--- src/rtl/xbar_alloc_pkg.sv ---
// xbar_alloc_pkg: constants and types shared by the switch allocator files.
//   NPORTS     - router port count (fixed at 5)
//   LOCAL_PORT - ejection/injection port, never used as a deflection target
//   CTL_IDLE   - crossbar select code for an unassigned output
//   PORT_W     - width of a port index / select code
package xbar_alloc_pkg;
    localparam int NPORTS = 5;
    localparam int LOCAL_PORT = 4;
    localparam int PORT_W = 3;
    typedef logic [PORT_W-1:0] port_t;
    localparam port_t CTL_IDLE = 3'd7;
endpackage

--- src/rtl/xbar_alloc_if.sv ---
// xbar_alloc_if: request/select bundle between the router pipeline and the allocator.
//   req_valid, req_port0..4       - routed flit requests (master -> slave)
//   ctl0..4, out_valid            - registered crossbar selects (slave -> master)
//   grant, deflect, stall         - registered per-input outcome (slave -> master)
interface xbar_alloc_if;
    import xbar_alloc_pkg::*;
    logic [NPORTS-1:0] req_valid;
    port_t req_port0, req_port1, req_port2, req_port3, req_port4;
    port_t ctl0, ctl1, ctl2, ctl3, ctl4;
    logic [NPORTS-1:0] out_valid, grant, deflect, stall;
    modport master (
        output req_valid, req_port0, req_port1, req_port2, req_port3, req_port4,
        input ctl0, ctl1, ctl2, ctl3, ctl4, out_valid, grant, deflect, stall
    );
    modport slave (
        input req_valid, req_port0, req_port1, req_port2, req_port3, req_port4,
        output ctl0, ctl1, ctl2, ctl3, ctl4, out_valid, grant, deflect, stall
    );
endinterface

--- src/rtl/xbar_alloc_free_pick.sv ---
// xbar_alloc_free_pick: lowest-index free output finder.
//   free          - mask of outputs still unassigned
//   only_nonlocal - exclude LOCAL_PORT from the search
//   found, idx    - a free output exists / its index
module xbar_alloc_free_pick
    import xbar_alloc_pkg::*;
(
    input  logic [NPORTS-1:0] free,
    input  logic              only_nonlocal,
    output logic              found,
    output port_t             idx
);
    logic [NPORTS-1:0] eff;
    always_comb begin
        eff = only_nonlocal ? free & ~(NPORTS'(1) << LOCAL_PORT) : free;
        found = |eff;
        idx = eff[0] ? 3'd0 : eff[1] ? 3'd1 : eff[2] ? 3'd2 : eff[3] ? 3'd3 : 3'd4;
    end
endmodule

--- src/rtl/xbar_alloc.sv ---
// xbar_alloc: 5x5 crossbar switch allocator with rotating priority and deflection.
//   clk, rst - clock and asynchronous active-high reset
//   bus      - slave side of xbar_alloc_if: requests in, registered selects and
//              grant/deflect/stall status out, one cycle after the request
module xbar_alloc
    import xbar_alloc_pkg::*;
(
    input logic        clk,
    input logic        rst,
    xbar_alloc_if.slave bus
);
    port_t prio;
    port_t rp [NPORTS];
    port_t svc [NPORTS];
    logic [NPORTS-1:0] taken, won, dfl, ov_n, s_n;
    logic [NPORTS-1:0] ok_v;
    port_t sidx [NPORTS];
    port_t ctl_n [NPORTS];
    port_t ctl_q [NPORTS];
    logic [NPORTS-1:0] ov_q, g_q, d_q, s_q;

    assign rp[0] = bus.req_port0;
    assign rp[1] = bus.req_port1;
    assign rp[2] = bus.req_port2;
    assign rp[3] = bus.req_port3;
    assign rp[4] = bus.req_port4;

    // svc[k] is the input served k-th this cycle: (prio + k) mod 5
    genvar k;
    for (k = 0; k < NPORTS; k++) begin : g_svc
        logic [3:0] sum;
        assign sum = {1'b0, prio} + 4'(k);
        assign svc[k] = sum >= 4'(NPORTS) ? port_t'(sum - 4'(NPORTS)) : port_t'(sum);
    end

    // Productive phase: each valid input claims its desired output if still free
    always_comb begin
        taken = '0;
        won = '0;
        for (int i = 0; i < NPORTS; i++) begin
            if (bus.req_valid[svc[i]] && rp[svc[i]] < port_t'(NPORTS) && !taken[rp[svc[i]]]) begin
                taken[rp[svc[i]]] = 1'b1;
                won[svc[i]] = 1'b1;
            end
        end
    end

    // Deflection phase: a chain of pickers in service order, each stage seeing the
    // free mask left by the stages before it. Separate per-stage nets keep the chain
    // free of self-referencing vectors.
    for (k = 0; k < NPORTS; k++) begin : g_dfl
        logic [NPORTS-1:0] m_in, m_out;
        logic need, fnd;
        port_t idx;
        if (k == 0) begin : g_first
            assign m_in = ~taken;
        end else begin : g_next
            assign m_in = g_dfl[k-1].m_out;
        end
        assign need = bus.req_valid[svc[k]] & ~won[svc[k]];
        xbar_alloc_free_pick u_pick (
            .free(m_in),
            .only_nonlocal(1'b1),
            .found(fnd),
            .idx(idx)
        );
        assign m_out = need & fnd ? m_in & ~(NPORTS'(1) << idx) : m_in;
        assign ok_v[k] = need & fnd;
        assign sidx[k] = idx;
    end

    always_comb begin
        dfl = '0;
        ov_n = '0;
        for (int j = 0; j < NPORTS; j++) ctl_n[j] = CTL_IDLE;
        for (int i = 0; i < NPORTS; i++) begin
            if (won[svc[i]]) begin
                ctl_n[rp[svc[i]]] = svc[i];
                ov_n[rp[svc[i]]] = 1'b1;
            end
            if (ok_v[i]) begin
                ctl_n[sidx[i]] = svc[i];
                ov_n[sidx[i]] = 1'b1;
                dfl[svc[i]] = 1'b1;
            end
        end
        s_n = bus.req_valid & ~won & ~dfl;
    end

    always_ff @(posedge clk or posedge rst) begin
        if (rst) begin
            prio <= '0;
            ctl_q <= '{default: CTL_IDLE};
            ov_q <= '0;
            g_q <= '0;
            d_q <= '0;
            s_q <= '0;
        end else begin
            if (|bus.req_valid) prio <= prio == port_t'(NPORTS - 1) ? '0 : prio + 1'b1;
            ctl_q <= ctl_n;
            ov_q <= ov_n;
            g_q <= won;
            d_q <= dfl;
            s_q <= s_n;
        end
    end

    assign bus.ctl0 = ctl_q[0];
    assign bus.ctl1 = ctl_q[1];
    assign bus.ctl2 = ctl_q[2];
    assign bus.ctl3 = ctl_q[3];
    assign bus.ctl4 = ctl_q[4];
    assign bus.out_valid = ov_q;
    assign bus.grant = g_q;
    assign bus.deflect = d_q;
    assign bus.stall = s_q;
endmodule

--- src/flat_wrapper.sv ---
// flat-port wrapper written by rule: the top's interface ports become plain ports
module xbar_alloc_flat import xbar_alloc_pkg::*;
  (clk, rst, bus_req_valid, bus_req_port0, bus_req_port1, bus_req_port2, bus_req_port3, bus_req_port4, bus_ctl0, bus_ctl1, bus_ctl2, bus_ctl3, bus_ctl4, bus_out_valid, bus_grant, bus_deflect, bus_stall);
  xbar_alloc_if bus_i ();
  input logic clk;
  input logic rst;
  input wire logic [$bits(bus_i.req_valid)-1:0] bus_req_valid;
  input wire logic [$bits(bus_i.req_port0)-1:0] bus_req_port0;
  input wire logic [$bits(bus_i.req_port1)-1:0] bus_req_port1;
  input wire logic [$bits(bus_i.req_port2)-1:0] bus_req_port2;
  input wire logic [$bits(bus_i.req_port3)-1:0] bus_req_port3;
  input wire logic [$bits(bus_i.req_port4)-1:0] bus_req_port4;
  output wire logic [$bits(bus_i.ctl0)-1:0] bus_ctl0;
  output wire logic [$bits(bus_i.ctl1)-1:0] bus_ctl1;
  output wire logic [$bits(bus_i.ctl2)-1:0] bus_ctl2;
  output wire logic [$bits(bus_i.ctl3)-1:0] bus_ctl3;
  output wire logic [$bits(bus_i.ctl4)-1:0] bus_ctl4;
  output wire logic [$bits(bus_i.out_valid)-1:0] bus_out_valid;
  output wire logic [$bits(bus_i.grant)-1:0] bus_grant;
  output wire logic [$bits(bus_i.deflect)-1:0] bus_deflect;
  output wire logic [$bits(bus_i.stall)-1:0] bus_stall;
  assign bus_i.req_valid = bus_req_valid;
  assign bus_i.req_port0 = bus_req_port0;
  assign bus_i.req_port1 = bus_req_port1;
  assign bus_i.req_port2 = bus_req_port2;
  assign bus_i.req_port3 = bus_req_port3;
  assign bus_i.req_port4 = bus_req_port4;
  assign bus_ctl0 = bus_i.ctl0;
  assign bus_ctl1 = bus_i.ctl1;
  assign bus_ctl2 = bus_i.ctl2;
  assign bus_ctl3 = bus_i.ctl3;
  assign bus_ctl4 = bus_i.ctl4;
  assign bus_out_valid = bus_i.out_valid;
  assign bus_grant = bus_i.grant;
  assign bus_deflect = bus_i.deflect;
  assign bus_stall = bus_i.stall;
  xbar_alloc u_core (.clk(clk), .rst(rst), .bus(bus_i));
endmodule
--- config.mk ---
export PLATFORM = sky130hd
export DESIGN_NAME = xbar_alloc_flat
export DESIGN_NICKNAME = d
export VERILOG_FILES = /design/src/rtl/xbar_alloc_pkg.sv /design/src/rtl/xbar_alloc_if.sv /design/src/rtl/xbar_alloc_free_pick.sv /design/src/rtl/xbar_alloc.sv /design/src/flat_wrapper.sv
export SDC_FILE = /design/constraint.sdc
export NUM_CORES = 1
export LEC_CHECK = 0
export ABC_AREA = 1
export CAP_MARGIN = 30
export CORE_MARGIN = 4
export CORE_UTILIZATION = 64
export DETAILED_ROUTE_END_ITERATION = 7
export PLACE_DENSITY = 0.86
export SYNTH_ARGS = -nofsm -noshare
export SYNTH_HDL_FRONTEND = slang
export SYNTH_SLANG_ARGS = --single-unit
--- constraint.sdc ---
create_clock -name clk -period 12.2 [get_ports clk]
set_clock_uncertainty 0.2 [all_clocks]
set_input_delay 1.22 -clock clk [delete_from_list [all_inputs] [get_ports clk]]
set_output_delay 1.22 -clock clk [all_outputs]
set_load 0.005 [all_outputs]
# After elaboration in Yosys (flattened, before gate mapping)
# Memories as Yosys holds them, arrays and structs flattened.
# Index checks and enable logic that the tools add are counted.
# W data, S select, Z words.
# totals
register_bits,38
rom_bits,8
inputBits,22
output_inout_bits,35
elab_cells,371
mem_count,1
# memory_table
memory,words,width,read_ports,rd_ports_with_merged_regs,write_ports,line,rtl
(name not given),8,1,1,0,0,xbar_alloc.sv:41,if (bus.req_valid[svc[i]] && rp[svc[i]] < port_t'(NPORTS) && !taken[rp[svc[i]]]) begin
# op_classes
n_addsub,10
magnitude_cmp,65
n_eq_ne,1
shift,4
n_mux,168
bitwise,66
n_reduce_logical,46
# op_table
cell,count
$mux W15,10
$mux W3,46
$bwmux W15,9
$mux W5,24
$or A5 B5 Y5,20
$demux W3 S3,10
$ge A4 B4 Y1 const B,15
$lt A3 B4 Y1 const B,15
$not A3 Y4,15
$bmux W3 S3,5
$demux W1 S3,15
$ge A3 B1 Y1 const B,15
$bmux W1 S3,14
$lt A4 B1 Y1 const B,10
$logic_and A1 B1 Y1,35
$mux W1,30
$mux W4,5
$not A4 Y4,5
$reduce_or A4 Y1,5
$and A4 B4 Y4,4
$ge A4 B3 Y1 const B,4
$shl A1 B3 Y4 const A,4
$lt A3 B3 Y1 const B,5
$not A15 Y15,1
15 further kinds,39

# Depth between registers and ports, before layout
# Gate-level depths: netlist (run 1).
# depth
depth_word,75
mapped_depth,56
mapped_depth_nobuf,53

# Modules after synthesis
# A second synthesis (run 1) with hierarchy kept.
# unflattened
hier_cells,1018
hier_area_um2,5763.0
# by_module_without_submodules
mod,instances,cells_each,area_per_inst_um2,seq_area_each_um2
xbar_alloc,1,958,5506.5,969.7
xbar_alloc_free_pick,5,12,51.3,0.0

# Worst setup path before layout (run 1)
# OpenSTA, ideal clock, no wires.
# synth_path
path_type,register to register
start,reg u_core.prio[0]
end,reg u_core.ctl_q (netlist bit u_core.bus.ctl3[0])
setup_ns,0.075
arrival_ns,5.599
required_ns,11.925
setup_slack_ns,6.327
path_stages_with_launch,49
n_path_buf,2
synth_period_minus_slack_ns,5.873
path_cell_list,dfrtp_1 > buf_4 > inv_2 > buf_4 > ha_1 > inv_1 > fa_1 > a21oi_1 > inv_1 > nand2_1 > nand2_1 > nor2_1 > inv_1 > o21ai_0 > o221ai_1 > nor2_1 > nor2_1 > inv_1 > [13 not listed] > nand2_2 > nand3_1 > o21bai_2 > nand3_2 > nand3_2 > nand2_4 > nand2_1 > nand2_2 > o21bai_4 > nand2_2 > nand3_4 > nand2_4 > inv_2 > nor2_4 > nor2_8 > nand2_2 > nor2_1 > nor2_1
# synth_rtl
item,line,rtl
from (decl),xbar_alloc.sv:12,port_t prio;
from (signal assigned),xbar_alloc.sv:99,if (|bus.req_valid) prio <= prio == port_t'(NPORTS - 1) ? '0 : prio + 1'b1;
to (signal assigned),xbar_alloc.sv:100,ctl_q <= ctl_n;
to (decl),xbar_alloc.sv:19,port_t ctl_q [NPORTS];

==> flow_summary.toml, run 1 <==
[status]
outcome = "finished with violations"
violations_in_the_final_reports = "design-rule violations"

[global_route]
first_global_vias = 6466
grt_pass1_wl_mm = 32.7
largest_net_degree_at_the_start_of_global_routing = 39
antenna_found_initial = 0
globalRouteTotalUtil_pct = 40.9
grt-ovfl-total = 0

[placement]
cell_total_after_placement = 1100
globalplace.congestion = 1.20
hpwl_mm = 16.3
numPortBuffers = 56

[route]
dr.first_iter.drc_count = 969
vias_per_cell = 6.44
detail_route.wirelength_mm = 20.7
detail_route.wl_per_cell_um = 18.7
route.vias.total = 7134
route.antenna.remaining_nets = 0
drt-pass1-iter-count = 8
detail_route.drc_violations = 7

[yosys]
cell_type_with_the_largest_total_area_after_synthesis = "sky130_fd_sc_hd__nand2_1"
async_flop_share_pct = 100
synthDominantCellAreaShare_pct = 18.1
prevailing_post_synth_register_cell = "sky130_fd_sc_hd__dfrtp_1"
synth-seq-area-share_pct = 17.7
yosysWarningCount = 0
synth.ff_latch_count = 38
synth_cell_type_count = 53
synthesis.instances = 948
synth_edf_count = 0
synth.top_cells.by_area = "sky130_fd_sc_hd__nand2_1 18%, sky130_fd_sc_hd__dfrtp_1 11%, sky130_fd_sc_hd__inv_1 10%, sky130_fd_sc_hd__nand3_1 7.6%, sky130_fd_sc_hd__nor2_1 7.3%"
synthesis.area_um2 = 5460
postSynthNetCount = 980
syn-mean-instance-area_um2 = 5.76

[clock_tree]
postCtsSetupBuffers = 0
cts_max_path_buffers = 2
cts_made_buffers = 5
cts-hold-fix-buffers = 0
insertion_delay_ns = 0.31
h-tree-depth = 2
post_cts_resized = 0
ctsRootBufferMaster = "sky130_fd_sc_hd__clkbuf_8"
cts.clk_slew.worst_paths_ns = 0.09
tritoncts = "built"
tritoncts_num_sinks = 38

[critical_path]
r2r_setup_slack_ns = 4.24
path_max_fanout = 14
worstSetupEndpointType = "register"
r2r-end = "u_core.bus.ctl0[2]$_DFF_PP1_"
timing.reg2reg.worst_path_depth = 48
cp_common_cell = "sky130_fd_sc_hd__nand2_1"
critPathArrivalTime_ns = 8.01
worstSetupPathType = "reg -> reg"
required_ns = 12.24
critPathMaxStageDelay_ns = 0.66
startpoint_class = "register"
worst_r2r_startpoint = "u_core.prio[0]$_DFFE_PP0P_"
crit_path_top_delay_cell = "sky130_fd_sc_hd__dfrtp_1"

[final_layout]
fin_cells = 1108
final_net_count = 1034
antennaDiodeCount = 0
areaGrowthSynthToFinish_pct = 14.2
fraction_of_final_layout_cells_with_drive_strength_greater_than_1_pct = 12.3
layout_commonest_cell = "sky130_fd_sc_hd__nand2_1"
layout_common_cells = "264 x sky130_fd_sc_hd__nand2_1, 149 x sky130_fd_sc_hd__inv_1, 106 x sky130_fd_sc_hd__nor2_1"

[flow_run]
maxCapViolCount = 0

[floorplanning]
chipWidth_um = 100
floorplan.initialDensity_pct = 66.2
die_h_um = 100
design.portCount = 57
die_area_um2 = 10100
placeableCoreArea_um2 = 8260
floorplan.rows = 33

[sta]
fin_worst_hold_slack_ns = 0.655
final.period_utilization_pct = 65.3
fin_setup_tns_ns = 0
finalCriticalPeriod_ns = 7.96
setup_violations = 0
relSlewSlack_pct = 25.8
fmax_ghz = 0.126
worstMarginPinSlew_ns = 1.10
timing_max_transition_violations_final = 0
hold_violations = 0
grt_setup_unrepaired = "false"

[worst_hold_path]
min_path_type = "reg -> reg"
min_to = "u_core.prio[1]$_DFFE_PP0P_"
min_delay_path_depth = 3
worst_hold_startpoint = "u_core.prio[2]$_DFFE_PP0P_"
==> registers in the layout, indices dropped and copies added, names as in the netlist <==
signal and count:
u_core.prio 3, u_core.bus.ctl1 3, u_core.bus.ctl0 3, u_core.bus.grant 5, u_core.bus.ctl4 3, u_core.bus.out_valid 5, u_core.bus.deflect 5, u_core.bus.ctl3 3
u_core.bus.ctl2 3, u_core.bus.stall 5
==> Yosys cell counts, types with 3 or more instances <==
| master | number |
|---|---|
| sky130_fd_sc_hd__nand2_2 | 18 |
| sky130_fd_sc_hd__nor4_1 | 4 |
| sky130_fd_sc_hd__a221oi_1 | 9 |
| sky130_fd_sc_hd__clkbuf_1 | 4 |
| sky130_fd_sc_hd__nor2_1 | 106 |
| sky130_fd_sc_hd__buf_4 | 4 |
| sky130_fd_sc_hd__dfrtp_1 | 23 |
| sky130_fd_sc_hd__nand2_1 | 264 |
| sky130_fd_sc_hd__o22ai_1 | 21 |
| sky130_fd_sc_hd__inv_2 | 27 |
| sky130_fd_sc_hd__o21bai_2 | 4 |
| sky130_fd_sc_hd__nand2_4 | 4 |
| sky130_fd_sc_hd__o221ai_1 | 8 |
| sky130_fd_sc_hd__nor3_1 | 11 |
| sky130_fd_sc_hd__o21ai_0 | 52 |
| sky130_fd_sc_hd__o31ai_1 | 3 |
| sky130_fd_sc_hd__dfstp_2 | 15 |
| sky130_fd_sc_hd__a21oi_2 | 6 |
| sky130_fd_sc_hd__nand3_1 | 83 |
| sky130_fd_sc_hd__ha_1 | 9 |
| sky130_fd_sc_hd__o21ai_2 | 3 |
| sky130_fd_sc_hd__o211ai_1 | 8 |
| sky130_fd_sc_hd__a211oi_1 | 3 |
| sky130_fd_sc_hd__o21bai_1 | 5 |
| sky130_fd_sc_hd__o21ai_1 | 13 |
| sky130_fd_sc_hd__a21oi_1 | 24 |
| sky130_fd_sc_hd__nand3_2 | 6 |
| sky130_fd_sc_hd__nor2_4 | 7 |
| sky130_fd_sc_hd__nor2_2 | 10 |
| sky130_fd_sc_hd__inv_1 | 149 |
| sky130_fd_sc_hd__nand4_1 | 17 |
==> metrics by stage <==
step           cell area [um2]  util, %  setup slack (ns)
6_report                  6240     75.6              4.24
5_1_grt                   6240     75.6              3.69
4_1_cts                   6240     75.6              4.65
3_5_place_dp              6100     73.8              4.72
3_3_place_gp              6100     73.8              4.99
2_1_floorplan             5460        -              6.33
==> area by class of cell <==
| cell class | instances | area, um2 |
|---|---|---|
| tap | 105 | 131 |
| fill | 721 | 2020 |
| inverter | 177 | 664 |
| sequential | 38 | 970 |
| clock buffer | 6 | 82.6 |
| timing repair buffer | 58 | 576 |
| multi-input combinational | 722 | 3760 |
| clock inverter | 2 | 60.1 |
==> worst max-delay path, delay by kind of cell (launching register included) <==
kind	cells	cell delay, ns
fa+ha+maj	2	0.87
buf+inv	4	0.70
compound gates	4	0.94
flops	1	0.66
simple gates	38	4.50
==> per-layer routing <==
layer	global-route usage (%)	vias to the layer above	routed length (um)	part of all wire (%)
met5	0	-	0	0
met4	24.8	0	1830	8.9
met3	11.3	203	2830	14
met2	64.0	633	8620	42
met1	49.8	3098	7380	36
li1	-	3200	-	-
==> worst max path at each step <==
stage	start	to	depth (start not counted)
final	u_core.prio[0]$_DFFE_PP0P_	u_core.bus.ctl0[2]$_DFF_PP1_	48
after global placement	u_core.prio[0]$_DFFE_PP0P_	u_core.bus.ctl2[1]$_DFF_PP1_	43
after global routing	u_core.prio[0]$_DFFE_PP0P_	u_core.bus.ctl2[1]$_DFF_PP1_	46
after CTS	u_core.prio[0]$_DFFE_PP0P_	u_core.bus.ctl0[2]$_DFF_PP1_	51
after detailed placement	u_core.prio[0]$_DFFE_PP0P_	u_core.bus.ctl2[1]$_DFF_PP1_	44
after floorplan	u_core.prio[0]$_DFFE_PP0P_	u_core.bus.ctl3[0]$_DFF_PP1_	48
==> cells by family after synthesis <==
family                   after synthesis  share of synthesized area (%)
buffers and inverters                188                           13.5
adder cells (fa/ha/maj)               10                           2.43
flip-flops                            38                           17.7
AO/OA/AOI/OAI                        169                           20.2
AND/OR/NAND/NOR                      542                           46.0
XOR/XNOR                               1                          0.160
Power of run 1 is left out: the tool's default activity adds up to more than one toggle a clock period on the data nets, which glitch-free logic cannot reach.
==> run 2: changes to the inputs <==
- CORE_UTILIZATION: 64 -> 59
- PLACE_DENSITY: 0.86 -> 0.8
- clock period: 12.2 -> 8.1 ns (I/O delays scaled with it)
==> run 2 against run 1 <==
Global-route usage decreased by 3.8 points. Critical path depth decreased by 6. The flow now finishes without violations. Die area increased by 7.8%. Critical path type unchanged.
==> flow_summary.toml, run 2 (synthesis results as in run 1) <==
[global_route]
grt_util_met2_pct = 61.8
antenna_found_initial = 0
use_met3_pct = 9.81
grt.busiest_layer = "met2"
largest_net_degree_at_the_start_of_global_routing = 39
grt-ovfl-total = 0
globalRouteTotalUtil_pct = 37.1
first_global_vias = 6546
grt_pass1_wl_mm = 32.9
gr-usage-met1_pct = 44.6

[critical_path]
worstSetupEndpointType = "register"
setup.worst_path.end = "u_core.bus.ctl3[0]$_DFF_PP1_"
path_max_fanout = 14
startpoint_class = "register"
critPathMaxStageDelay_ns = 0.53
timing.reg2reg.worst_path_depth = 42
timing.critical_path.buf_inv = 9
r2r-end = "u_core.bus.ctl3[0]$_DFF_PP1_"
worstSetupPathDepth = 42
critPathTopFamily = "simple AND/OR/NAND/NOR gates"
critPathLaunch = "u_core.prio[0]$_DFFE_PP0P_"
r2r_setup_slack_ns = 0.77
cp_common_cell = "sky130_fd_sc_hd__nand2_1"
critPathArrivalTime_ns = 7.35
worstSetupPathType = "reg -> reg"
required_ns = 8.12
worst_r2r_startpoint = "u_core.prio[0]$_DFFE_PP0P_"
crit_path_top_delay_cell = "sky130_fd_sc_hd__dfrtp_2"

[final_layout]
fillerInstances = 783
final_net_count = 1038
layout_commonest_cell = "sky130_fd_sc_hd__nand2_1"
fraction_of_final_layout_cells_with_drive_strength_greater_than_1_pct = 12.7
areaGrowthSynthToFinish_pct = 14.9
layout_common_cells = "264 x sky130_fd_sc_hd__nand2_1, 149 x sky130_fd_sc_hd__inv_1, 106 x sky130_fd_sc_hd__nor2_1"
antennaDiodeCount = 0
post-route-cell-area_um2 = 6280

[clock_tree]
cts_made_buffers = 5
insertion_delay_ns = 0.30
h-tree-depth = 2
cts.clk_slew.worst_paths_ns = 0.09
tritoncts_num_sinks = 38
cts_max_path_buffers = 2
postCtsSetupBuffers = 0
tritoncts = "built"
ctsRootBufferMaster = "sky130_fd_sc_hd__clkbuf_8"

[sta]
fmax_ghz = 0.136
grt_setup_unrepaired = "false"
final.period_utilization_pct = 90.5
timing_max_transition_violations_final = 0
setup_violations = 0
worstMarginPinSlew_ns = 0.879
hold_violations = 0
fin_setup_tns_ns = 0
finalCriticalPeriod_ns = 7.33
relSlewSlack_pct = 40.8

[status]
outcome = "finished, final reports clean"

[floorplanning]
chipWidth_um = 104
floorplan.initialDensity_pct = 61.8
floorplan.rows = 34
design.portCount = 57
die_area_um2 = 10900
die_h_um = 104
placeableCoreArea_um2 = 8850

[worst_hold_path]
min_path_type = "reg -> reg"

[route]
detail_route.drc_violations = 0
dr.first_iter.drc_count = 938
drt-pass1-iter-count = 7
vias_per_cell = 6.29
detail_route.wirelength_mm = 20.8
route.antenna.remaining_nets = 0
route.vias.total = 7011
detail_route.wl_per_cell_um = 18.6

[flow_run]
maxCapViolCount = 0

[placement]
post_dp_cell_area_um2 = 6130
globalplace.congestion = 1.09
numPortBuffers = 56
hpwl_mm = 16.7
-- run 2: cell count changes in the layout (fill, tap and decap cells not counted) --
cell / before / now
sky130_fd_sc_hd__dfrtp_1: 23 / 22
sky130_fd_sc_hd__buf_4: 2 / 6
sky130_fd_sc_hd__dfrtp_2: 0 / 1
sky130_fd_sc_hd__o21ai_1: 13 / 14
sky130_fd_sc_hd__o21ai_0: 52 / 51
-- run 2: area by class of cell --
| class | instances | area (um2) | share of cell area, % |
|---|---|---|---|
| clock inverter | 2 | 60.1 | 0.957 |
| clock buffer | 6 | 82.6 | 1.32 |
| multi-input combinational | 722 | 3760 | 59.9 |
| inverter | 177 | 664 | 10.6 |
| timing repair buffer | 62 | 606 | 9.65 |
| sequential | 38 | 971 | 15.5 |
| tap | 108 | 135 | 2.15 |
-- run 2: metrics by stage --
step                util [%]  setup slack [ns]  hold WS (ns)  cells
floorplan                  -              2.23         0.537    948
global placement        69.3              1.20         0.600   1107
detailed placement      69.3             0.963         0.613   1107
CTS                     70.9             0.869         0.637   1115
global route            70.9             0.178         0.725   1115
finish                  70.9             0.768         0.641   1115
-- run 2: worst min path at each step --
stage,startpoint,to,slack (ns),depth (start not counted)
after floorplan,u_core.prio[2]$_DFFE_PP0P_,u_core.prio[0]$_DFFE_PP0P_,0.54,3
after global placement,u_core.prio[2]$_DFFE_PP0P_,u_core.prio[1]$_DFFE_PP0P_,0.60,3
after detailed placement,u_core.prio[2]$_DFFE_PP0P_,u_core.prio[0]$_DFFE_PP0P_,0.61,3
after CTS,u_core.prio[2]$_DFFE_PP0P_,u_core.prio[0]$_DFFE_PP0P_,0.64,3
after global routing,u_core.prio[2]$_DFFE_PP0P_,u_core.prio[2]$_DFFE_PP0P_,0.73,2
final,u_core.prio[2]$_DFFE_PP0P_,u_core.prio[0]$_DFFE_PP0P_,0.64,3
-- run 2: layer usage --
layer | wire length, um | vias up | part of all wire, %
met5 | 0 | - | 0
met4 | 1200 | 0 | 5.8
met3 | 2740 | 122 | 13
met2 | 9260 | 573 | 45
met1 | 7560 | 3103 | 36
li1 | - | 3213 | -
-- run 2: repair_timing --
action / CTS / global route
setup endpoints to repair: 0 / 4
gates resized for setup: 0 / 2
hold buffers: 0 / 0
-- run 2: worst register-to-register path: cells and delay by family (launching register included) --
kind / cells / cell delay [ns]
and+or+nand+nor: 24 / 3.33
adders and majority gates: 2 / 0.62
buffers and inverters: 9 / 1.05
AOI/OAI and AO/OA: 7 / 1.50
DFF: 1 / 0.53
Power of run 2 is left out for the same reason.
